## src/rtl/stopwatch_lap_datapath.sv

```systemverilog
// -----------------------------------------------------------------------------
// stopwatch_lap_datapath
//
// Purpose: centisecond stopwatch with up/down counting, preset load and an
// optional lap-capture FIFO. A clock divider produces one time step every
// DIV = CLK_FREQ/TICK_FREQ running cycles. Time is held as hour:min:sec.msec
// and every field is registered.
//
// Configuration macro: STOPWATCH_LAP_BUFFER_EN
//   defined   -> first-word-fall-through lap FIFO of LAP_DEPTH entries
//   undefined -> no lap storage; lap outputs tied to zero, i_lap/i_lap_rd ignored
//
// Ports:
//   clk          system clock
//   reset        asynchronous active-low reset
//   i_mode       0 = count up, 1 = count down
//   i_run_stop   level, 1 = running
//   i_clear      pulse: zero the time, flush the laps, clear the divider
//   i_load       pulse: load i_preset (saturated per field), clear the divider
//   i_preset     {hour[4:0], min[5:0], sec[5:0], msec[6:0]}
//   i_lap        pulse: capture the time as registered before this edge
//   i_lap_rd     pulse: pop the oldest lap
//   o_msec/o_sec/o_min/o_hour  current time
//   o_lap_data   oldest lap (same packing as i_preset), 0 when empty
//   o_lap_valid  lap buffer non-empty
//   o_lap_count  entries held
//   o_lap_ovf    sticky: a lap was dropped while the buffer was full
//   o_rollover   1-cycle pulse on an up-mode wrap to zero
//   o_done       1-cycle pulse on a down-mode arrival at zero
// -----------------------------------------------------------------------------
module stopwatch_lap_datapath #(
   parameter int CLK_FREQ  = 100_000_000,
   parameter int TICK_FREQ = 100,
   parameter int HOUR_MAX  = 24,
   parameter int LAP_DEPTH = 4
) (
   input  logic                             clk,
   input  logic                             reset,
   input  logic                             i_mode,
   input  logic                             i_run_stop,
   input  logic                             i_clear,
   input  logic                             i_load,
   input  logic [23:0]                      i_preset,
   input  logic                             i_lap,
   input  logic                             i_lap_rd,
   output logic [6:0]                       o_msec,
   output logic [5:0]                       o_sec,
   output logic [5:0]                       o_min,
   output logic [4:0]                       o_hour,
   output logic [23:0]                      o_lap_data,
   output logic                             o_lap_valid,
   output logic [$clog2(LAP_DEPTH+1)-1:0]   o_lap_count,
   output logic                             o_lap_ovf,
   output logic                             o_rollover,
   output logic                             o_done
);

   localparam int DIV   = CLK_FREQ / TICK_FREQ;
   localparam int DIV_W = $clog2(DIV);
   localparam int CNT_W = $clog2(LAP_DEPTH + 1);
   localparam logic [DIV_W-1:0] DIV_LAST  = DIV_W'(DIV - 1);
   localparam logic [4:0]       HOUR_LAST = 5'(HOUR_MAX - 1);

   // Clamp helpers for preset loading: an out-of-range field becomes its maximum.
   function automatic logic [6:0] sat_msec(input logic [6:0] v);
      logic [6:0] r;
      if (v > 7'd99) r = 7'd99;
      else           r = v;
      return r;
   endfunction

   function automatic logic [5:0] sat_sixty(input logic [5:0] v);
      logic [5:0] r;
      if (v > 6'd59) r = 6'd59;
      else           r = v;
      return r;
   endfunction

   function automatic logic [4:0] sat_hour(input logic [4:0] v);
      logic [4:0] r;
      if (v > HOUR_LAST) r = HOUR_LAST;
      else               r = v;
      return r;
   endfunction

   logic [DIV_W-1:0] div_r;
   logic [6:0]       msec_r, nxt_msec_s;
   logic [5:0]       sec_r,  nxt_sec_s;
   logic [5:0]       min_r,  nxt_min_s;
   logic [4:0]       hour_r, nxt_hour_s;
   logic             rollover_r, rollover_s;
   logic             done_r, done_s;
   logic             step_s, is_zero_s, at_one_s;
   logic [23:0]      cur_time_s;

   assign step_s     = i_run_stop && (div_r == DIV_LAST);
   assign is_zero_s  = (hour_r == 5'd0) && (min_r == 6'd0) && (sec_r == 6'd0) && (msec_r == 7'd0);
   assign at_one_s   = (hour_r == 5'd0) && (min_r == 6'd0) && (sec_r == 6'd0) && (msec_r == 7'd1);
   assign cur_time_s = {hour_r, min_r, sec_r, msec_r};

   // Tick divider: counts only while running, restarts on clear or load.
   always_ff @(posedge clk or negedge reset) begin
      if (!reset) begin
         div_r <= '0;
      end else if (i_clear || i_load) begin
         div_r <= '0;
      end else if (i_run_stop) begin
         if (div_r == DIV_LAST) div_r <= '0;
         else                   div_r <= div_r + DIV_W'(1);
      end
   end

   // Next-time computation for one step: carry cascade up, borrow cascade down.
   always_comb begin
      nxt_msec_s = msec_r;
      nxt_sec_s  = sec_r;
      nxt_min_s  = min_r;
      nxt_hour_s = hour_r;
      rollover_s = 1'b0;
      done_s     = 1'b0;
      if (i_mode == 1'b0) begin
         if (msec_r == 7'd99) begin
            nxt_msec_s = 7'd0;
            if (sec_r == 6'd59) begin
               nxt_sec_s = 6'd0;
               if (min_r == 6'd59) begin
                  nxt_min_s = 6'd0;
                  if (hour_r == HOUR_LAST) begin
                     nxt_hour_s = 5'd0;
                     rollover_s = 1'b1;
                  end else begin
                     nxt_hour_s = hour_r + 5'd1;
                  end
               end else begin
                  nxt_min_s = min_r + 6'd1;
               end
            end else begin
               nxt_sec_s = sec_r + 6'd1;
            end
         end else begin
            nxt_msec_s = msec_r + 7'd1;
         end
      end else begin
         // Counting down parks at zero: no wrap and no repeated done pulse.
         if (is_zero_s) begin
            done_s = 1'b0;
         end else begin
            done_s = at_one_s;
            if (msec_r == 7'd0) begin
               nxt_msec_s = 7'd99;
               if (sec_r == 6'd0) begin
                  nxt_sec_s = 6'd59;
                  if (min_r == 6'd0) begin
                     // Not all-zero with lower fields zero implies hour > 0.
                     nxt_min_s  = 6'd59;
                     nxt_hour_s = hour_r - 5'd1;
                  end else begin
                     nxt_min_s = min_r - 6'd1;
                  end
               end else begin
                  nxt_sec_s = sec_r - 6'd1;
               end
            end else begin
               nxt_msec_s = msec_r - 7'd1;
            end
         end
      end
   end

   // Time registers and event pulses; priority clear > load > step.
   always_ff @(posedge clk or negedge reset) begin
      if (!reset) begin
         msec_r     <= 7'd0;
         sec_r      <= 6'd0;
         min_r      <= 6'd0;
         hour_r     <= 5'd0;
         rollover_r <= 1'b0;
         done_r     <= 1'b0;
      end else if (i_clear) begin
         msec_r     <= 7'd0;
         sec_r      <= 6'd0;
         min_r      <= 6'd0;
         hour_r     <= 5'd0;
         rollover_r <= 1'b0;
         done_r     <= 1'b0;
      end else if (i_load) begin
         msec_r     <= sat_msec(i_preset[6:0]);
         sec_r      <= sat_sixty(i_preset[12:7]);
         min_r      <= sat_sixty(i_preset[18:13]);
         hour_r     <= sat_hour(i_preset[23:19]);
         rollover_r <= 1'b0;
         done_r     <= 1'b0;
      end else if (step_s) begin
         msec_r     <= nxt_msec_s;
         sec_r      <= nxt_sec_s;
         min_r      <= nxt_min_s;
         hour_r     <= nxt_hour_s;
         rollover_r <= rollover_s;
         done_r     <= done_s;
      end else begin
         rollover_r <= 1'b0;
         done_r     <= 1'b0;
      end
   end

   assign o_msec     = msec_r;
   assign o_sec      = sec_r;
   assign o_min      = min_r;
   assign o_hour     = hour_r;
   assign o_rollover = rollover_r;
   assign o_done     = done_r;

`ifdef STOPWATCH_LAP_BUFFER_EN
   localparam int PTR_W = $clog2(LAP_DEPTH);

   logic [23:0]      lap_mem_r [LAP_DEPTH];
   logic [PTR_W-1:0] wr_ptr_r, rd_ptr_r;
   logic [CNT_W-1:0] lap_cnt_r;
   logic             lap_ovf_r;
   logic             full_s, pop_s, push_s, drop_s;

   assign full_s = (lap_cnt_r == CNT_W'(LAP_DEPTH));
   assign pop_s  = i_lap_rd && (lap_cnt_r != '0);
   // A pop on the same edge frees the slot, so a full buffer still accepts the push.
   assign push_s = i_lap && (!full_s || pop_s);
   assign drop_s = i_lap && full_s && !pop_s;

   // Lap FIFO storage, pointers, occupancy and sticky overflow; clear drops any same-edge lap.
   always_ff @(posedge clk or negedge reset) begin
      if (!reset) begin
         for (int i = 0; i < LAP_DEPTH; i++) begin
            lap_mem_r[i] <= 24'd0;
         end
         wr_ptr_r  <= '0;
         rd_ptr_r  <= '0;
         lap_cnt_r <= '0;
         lap_ovf_r <= 1'b0;
      end else if (i_clear) begin
         wr_ptr_r  <= '0;
         rd_ptr_r  <= '0;
         lap_cnt_r <= '0;
         lap_ovf_r <= 1'b0;
      end else begin
         if (push_s) begin
            lap_mem_r[wr_ptr_r] <= cur_time_s;
            wr_ptr_r            <= wr_ptr_r + PTR_W'(1);
         end
         if (pop_s) begin
            rd_ptr_r <= rd_ptr_r + PTR_W'(1);
         end
         case ({push_s, pop_s})
            2'b10:   lap_cnt_r <= lap_cnt_r + CNT_W'(1);
            2'b01:   lap_cnt_r <= lap_cnt_r - CNT_W'(1);
            default: lap_cnt_r <= lap_cnt_r;
         endcase
         if (drop_s) begin
            lap_ovf_r <= 1'b1;
         end
      end
   end

   assign o_lap_valid = (lap_cnt_r != '0);
   assign o_lap_data  = o_lap_valid ? lap_mem_r[rd_ptr_r] : 24'd0;
   assign o_lap_count = lap_cnt_r;
   assign o_lap_ovf   = lap_ovf_r;
`else
   logic lap_unused_s;
   logic [23:0] time_unused_s;

   assign lap_unused_s  = i_lap ^ i_lap_rd;
   assign time_unused_s = cur_time_s;
   assign o_lap_valid   = 1'b0;
   assign o_lap_data    = 24'd0;
   assign o_lap_count   = '0;
   assign o_lap_ovf     = 1'b0;
`endif

endmodule

```

## config.mk

```make
export PLATFORM = sky130hd
export DESIGN_NAME = stopwatch_lap_datapath
export DESIGN_NICKNAME = d
export VERILOG_FILES = /design/src/rtl/stopwatch_lap_datapath.sv
export SDC_FILE = /design/constraint.sdc
export NUM_CORES = 1
export LEC_CHECK = 0
export BUFFER_PORTS_ARGS = -buffer_cell sky130_fd_sc_hd__buf_2
export CAP_MARGIN = 30
export CORE_MARGIN = 10
export CORE_UTILIZATION = 60
export CTS_BUF_LIST = sky130_fd_sc_hd__clkbuf_16
export CTS_CLUSTER_DIAMETER = 150
export CTS_CLUSTER_SIZE = 14
export DETAILED_ROUTE_END_ITERATION = 6
export PLACE_DENSITY = 0.87
export SLEW_MARGIN = 30
export SYNTH_ARGS = -nofsm -noshare
export SYNTH_HDL_FRONTEND = slang
export SYNTH_SLANG_ARGS = --single-unit
```

## constraint.sdc

```tcl
create_clock -name clk -period 8.3 [get_ports clk]
set_input_delay 1.245 -clock clk [delete_from_list [all_inputs] [get_ports clk]]
set_output_delay 1.245 -clock clk [all_outputs]
set_load 0.005 [all_outputs]
```

==> run summary <==
For the internal power component, the log shows 0.4403 mW. The sequential cell area fraction in the yosys report came out at 0.2973. Antenna diode count: 0. The layout cell share with drive strength beyond 1 works out to 0.1765. In the synthesized netlist, the cells that appear most often are 50 x sky130_fd_sc_hd__nor2_1, 46 x sky130_fd_sc_hd__dfrtp_1, 40 x sky130_fd_sc_hd__nand2_1, 30 x sky130_fd_sc_hd__buf_4, 27 x sky130_fd_sc_hd__a21oi_1. The total overflow left after global routing is 0. The die height came out at 100.3 um.

The critical path ends at o_hour[1]. The kind of end point of the critical path is a flop. The part of the power in the clock network came out at 0.292. For the pin with the worst max-slew slack, the measured transition is 820.7 ps.

The Yosys step of the flow raised 0 warnings. The port buffer count is 55, and the fraction of the core area covered by cells at the end of the flow is 0.6536. The post-detailed-routing wire length came out at 9856 um. The overall die area was 10,070 um2.

The run gives 0 as the number of antenna violations at the first check in global routing. A synthesized cell averages 8.101 um2. Adding up every negative setup slack in the final design gives 0 ps. The count of fill cells added during filler insertion was 543; the cell leakage power was 1.864 nW.

Across all layers, the routed design uses 3,599 vias. The number of pins exceeding their max-slew limit in the final report was 0; the worst hold slack across all endpoints was 524.0 ps. The number of gates resized after CTS was 0. STA puts the critical path data required time at 8480 ps. The worst hold path begins at div_r[19]. The logs give 478 for the count of mapped cells out of synthesis and 5 for the iteration count of the initial detailed-routing pass.

The number of clock buffers added by TritonCTS is 5. The run finished with clean final reports. The path depth of the worst reg2reg path is 7, and the number of different library cells in the post-synthesis netlist is 62.

Yosys mapped a number of flops with a built-in enable equal to 0. The worst setup path is launched from an input pin. Entering global routing, the biggest net connects 47 pins.

The first global-routing pass estimated 16,140 um of wire. The flip-flop cell with the highest count after synthesis was sky130_fd_sc_hd__dfrtp_1. After floorplanning, the core was sized to cover 6314 um2.

For the worst setup path, the data arrival time is 3990 ps. The global-route usage over all layers was 0.1896; the total number of H-tree levels was 2. The fraction of power spent switching nets works out to 0.3448. In this run the critical register-to-register path is launched from o_msec[0].

The routed design could run at a clock period as short as 3810 ps. The tools report the violation count after the first detailed-route iteration as 260. For the worst setup skew after layout, the log shows 3.300 ps. The run gives 0.4478 as the remaining max-slew budget at the tightest pin. Of all nets on the critical path, the largest fanout is 42. The root buffer cell chosen for the clock tree is sky130_fd_sc_hd__clkbuf_16. Pin placement for this block handled 87 I/O pins. The per-cell via count in the routed design came out at 6.131. The worst register-to-register path has a setup slack of 5080 ps. Cell accounting for the most synthesized area: sky130_fd_sc_hd__dfrtp_1. The placer congestion estimate is 0.9303, and the area fraction of the dominant cell type after synthesis is 0.2973.

For the combinational group share of total power, the log shows 0.294. The start point of the critical path was i_load. The run gives 3,455 as the via count of the first global-routing pass. The net switching power is 0.2317 mW. Max-cap violations in this run came to 0. Once detail routing completed, the nets flagged for antenna violations numbered 0.

Worst hold-check path type: reg -> reg. For this design the ratio of total power to cell area is 162.9 nW/um2. At the later pin of the worst-skew pair, clock insertion delay measures 290 ps. Detailed placement ended at an HPWL of 7154 um. For the final number of hold-violating endpoints, the log shows 0. The most common cell in the synthesized netlist is sky130_fd_sc_hd__nor2_1. The floorplan has 29 rows. Counting every sink on the clock net gives 46. VDD sags by at most 0.1379 mV. The sequential share of power was 0.414. The endpoint identified for the worst register-to-register timing path is o_hour[1].

Yosys attributes the largest share of cell area to sky130_fd_sc_hd__dfrtp_1 30%, sky130_fd_sc_hd__buf_4 5.8%, sky130_fd_sc_hd__nor2_1 4.8%. In this run, post-CTS hold repair placed 0 buffers. No sink is reached through more buffers than the 2 on the longest clock path. The run gives 0 as the number of buffers added for setup after CTS. After detailed routing, the number of remaining DRC violations is 0. The chip width came out at 100.3 um. Setup repair after global routing left no endpoint under its margin.

The fraction of registers with async set or reset after synthesis is 1.000. At the end of the flow, the number of nets in the layout was 554. Timing would allow up to 0.2624 GHz. The clock slew seen by the registers of the worst setup and hold paths is 60 ps, and the routed wire length per instance is 16.79 um.

Counting flops and latches in the post-synthesis netlist gives 46. TritonCTS built the clock tree. The post-route fraction of the period consumed by the critical path is 0.4591. Relative to the synthesized area, the layout overhead comes to 6.559%. The critical path is of the in -> reg type. Initial standard-cell utilization of the core: 0.6134. The combined area of all synthesized cells came out at 3872 um2. Setup violations remaining at the end of the flow were counted as 0.
power by group through the flow:
stage | logic (mW) | clock network, mW | registers [mW]
after global placement | 0.186 | 0 | 0.279
final | 0.198 | 0.196 | 0.278
after CTS | 0.196 | 0.198 | 0.277
after global routing | 0.221 | 0.209 | 0.282
after floorplan | 0.165 | 0 | 0.264
after detailed placement | 0.194 | 0 | 0.281
area by class of cell:
class,count,area [um2],share of cell area
repair buffers,55,277.8,0.06731
clock inverters,3,17.52,0.004245
clock buffers,5,125.1,0.03032
multi-input cells,380,2380,0.5767
well taps,77,96.34,0.02335
inverters,21,78.83,0.01910
flip-flops and latches,46,1151,0.2790
worst max-delay path, cell delays in order:
cell and delay, ps:
sky130_fd_sc_hd__buf_2 320, sky130_fd_sc_hd__or2_1 550, sky130_fd_sc_hd__or4_1 560, sky130_fd_sc_hd__or4_1 620, sky130_fd_sc_hd__and3_1 330, sky130_fd_sc_hd__mux2_4 330
per-layer routing:
metal,track usage,vias up,share of wire,wire length (um)
met4,0.07174,0,0.022,217
met1,0.2397,1689,0.42,4170
li1,-,1717,-,-
met2,0.3046,173,0.46,4577
met5,0,-,0,0
met3,0.04602,20,0.090,890
through the flow:
stage                     instances  power (mW)  cell area, um2  setup WS, ps
final                           587      0.6721            4126          4490
after CTS                       587      0.6711            4126          4548
after detailed placement        579      0.4750            3984          4260
after floorplan                 506      0.4287            3978          4852
after global routing            587      0.7121            4126          4424
after global placement          579      0.4648            3981          4295
how the worst min path moves through the flow:
stage / endpoint / cells after the start
floorplan: div_r[19] / 1
global placement: div_r[19] / 1
detailed placement: div_r[19] / 1
CTS: div_r[19] / 1
global route: div_r[19] / 1
finish: div_r[19] / 1
placed cells by master (no fill, tap or decap), types with 4 or more instances in the layout:
master / count
sky130_fd_sc_hd__a21o_1: 4
sky130_fd_sc_hd__a21oi_1: 27
sky130_fd_sc_hd__a311oi_1: 4
sky130_fd_sc_hd__a31o_2: 4
sky130_fd_sc_hd__and3_1: 6
sky130_fd_sc_hd__buf_2: 54
sky130_fd_sc_hd__clkbuf_16: 5
sky130_fd_sc_hd__conb_1: 29
sky130_fd_sc_hd__dfrtp_1: 46
sky130_fd_sc_hd__ha_1: 13
sky130_fd_sc_hd__inv_1: 21
sky130_fd_sc_hd__mux2_2: 11
sky130_fd_sc_hd__mux2i_1: 6
sky130_fd_sc_hd__nand2_1: 40
sky130_fd_sc_hd__nand3_1: 20
sky130_fd_sc_hd__nand3b_1: 5
sky130_fd_sc_hd__nand4_1: 7
sky130_fd_sc_hd__nor2_1: 50
sky130_fd_sc_hd__nor3_1: 19
sky130_fd_sc_hd__nor3b_1: 4
sky130_fd_sc_hd__nor4_1: 4
sky130_fd_sc_hd__o21a_1: 5
sky130_fd_sc_hd__o21ai_0: 20
sky130_fd_sc_hd__o22ai_1: 5
sky130_fd_sc_hd__o31ai_1: 8
sky130_fd_sc_hd__o41ai_1: 4
sky130_fd_sc_hd__or3_1: 6
sky130_fd_sc_hd__or4_1: 5
sky130_fd_sc_hd__xnor2_1: 10
sky130_fd_sc_hd__xor2_1: 17
flip-flops by register name, summed over array words and instances, names as in the netlist:
| signal | flops |
|---|---|
| o_done | 1 |
| o_sec | 6 |
| div_r | 20 |
| o_min | 6 |
| o_rollover | 1 |
| o_hour | 5 |
| o_msec | 7 |
cells by family after synthesis:
group	after synthesis	synth area share
buffers and inverters	80	0.1153
other	1	0.0009684
muxes	19	0.05525
DFF	46	0.2973
xor gates and xnor gates	27	0.06106
and+or+nand+nor	185	0.2417
AOI/OAI and AO/OA	107	0.1864
adders and majority gates	13	0.04200
Power figures use the tool's default switching activity.
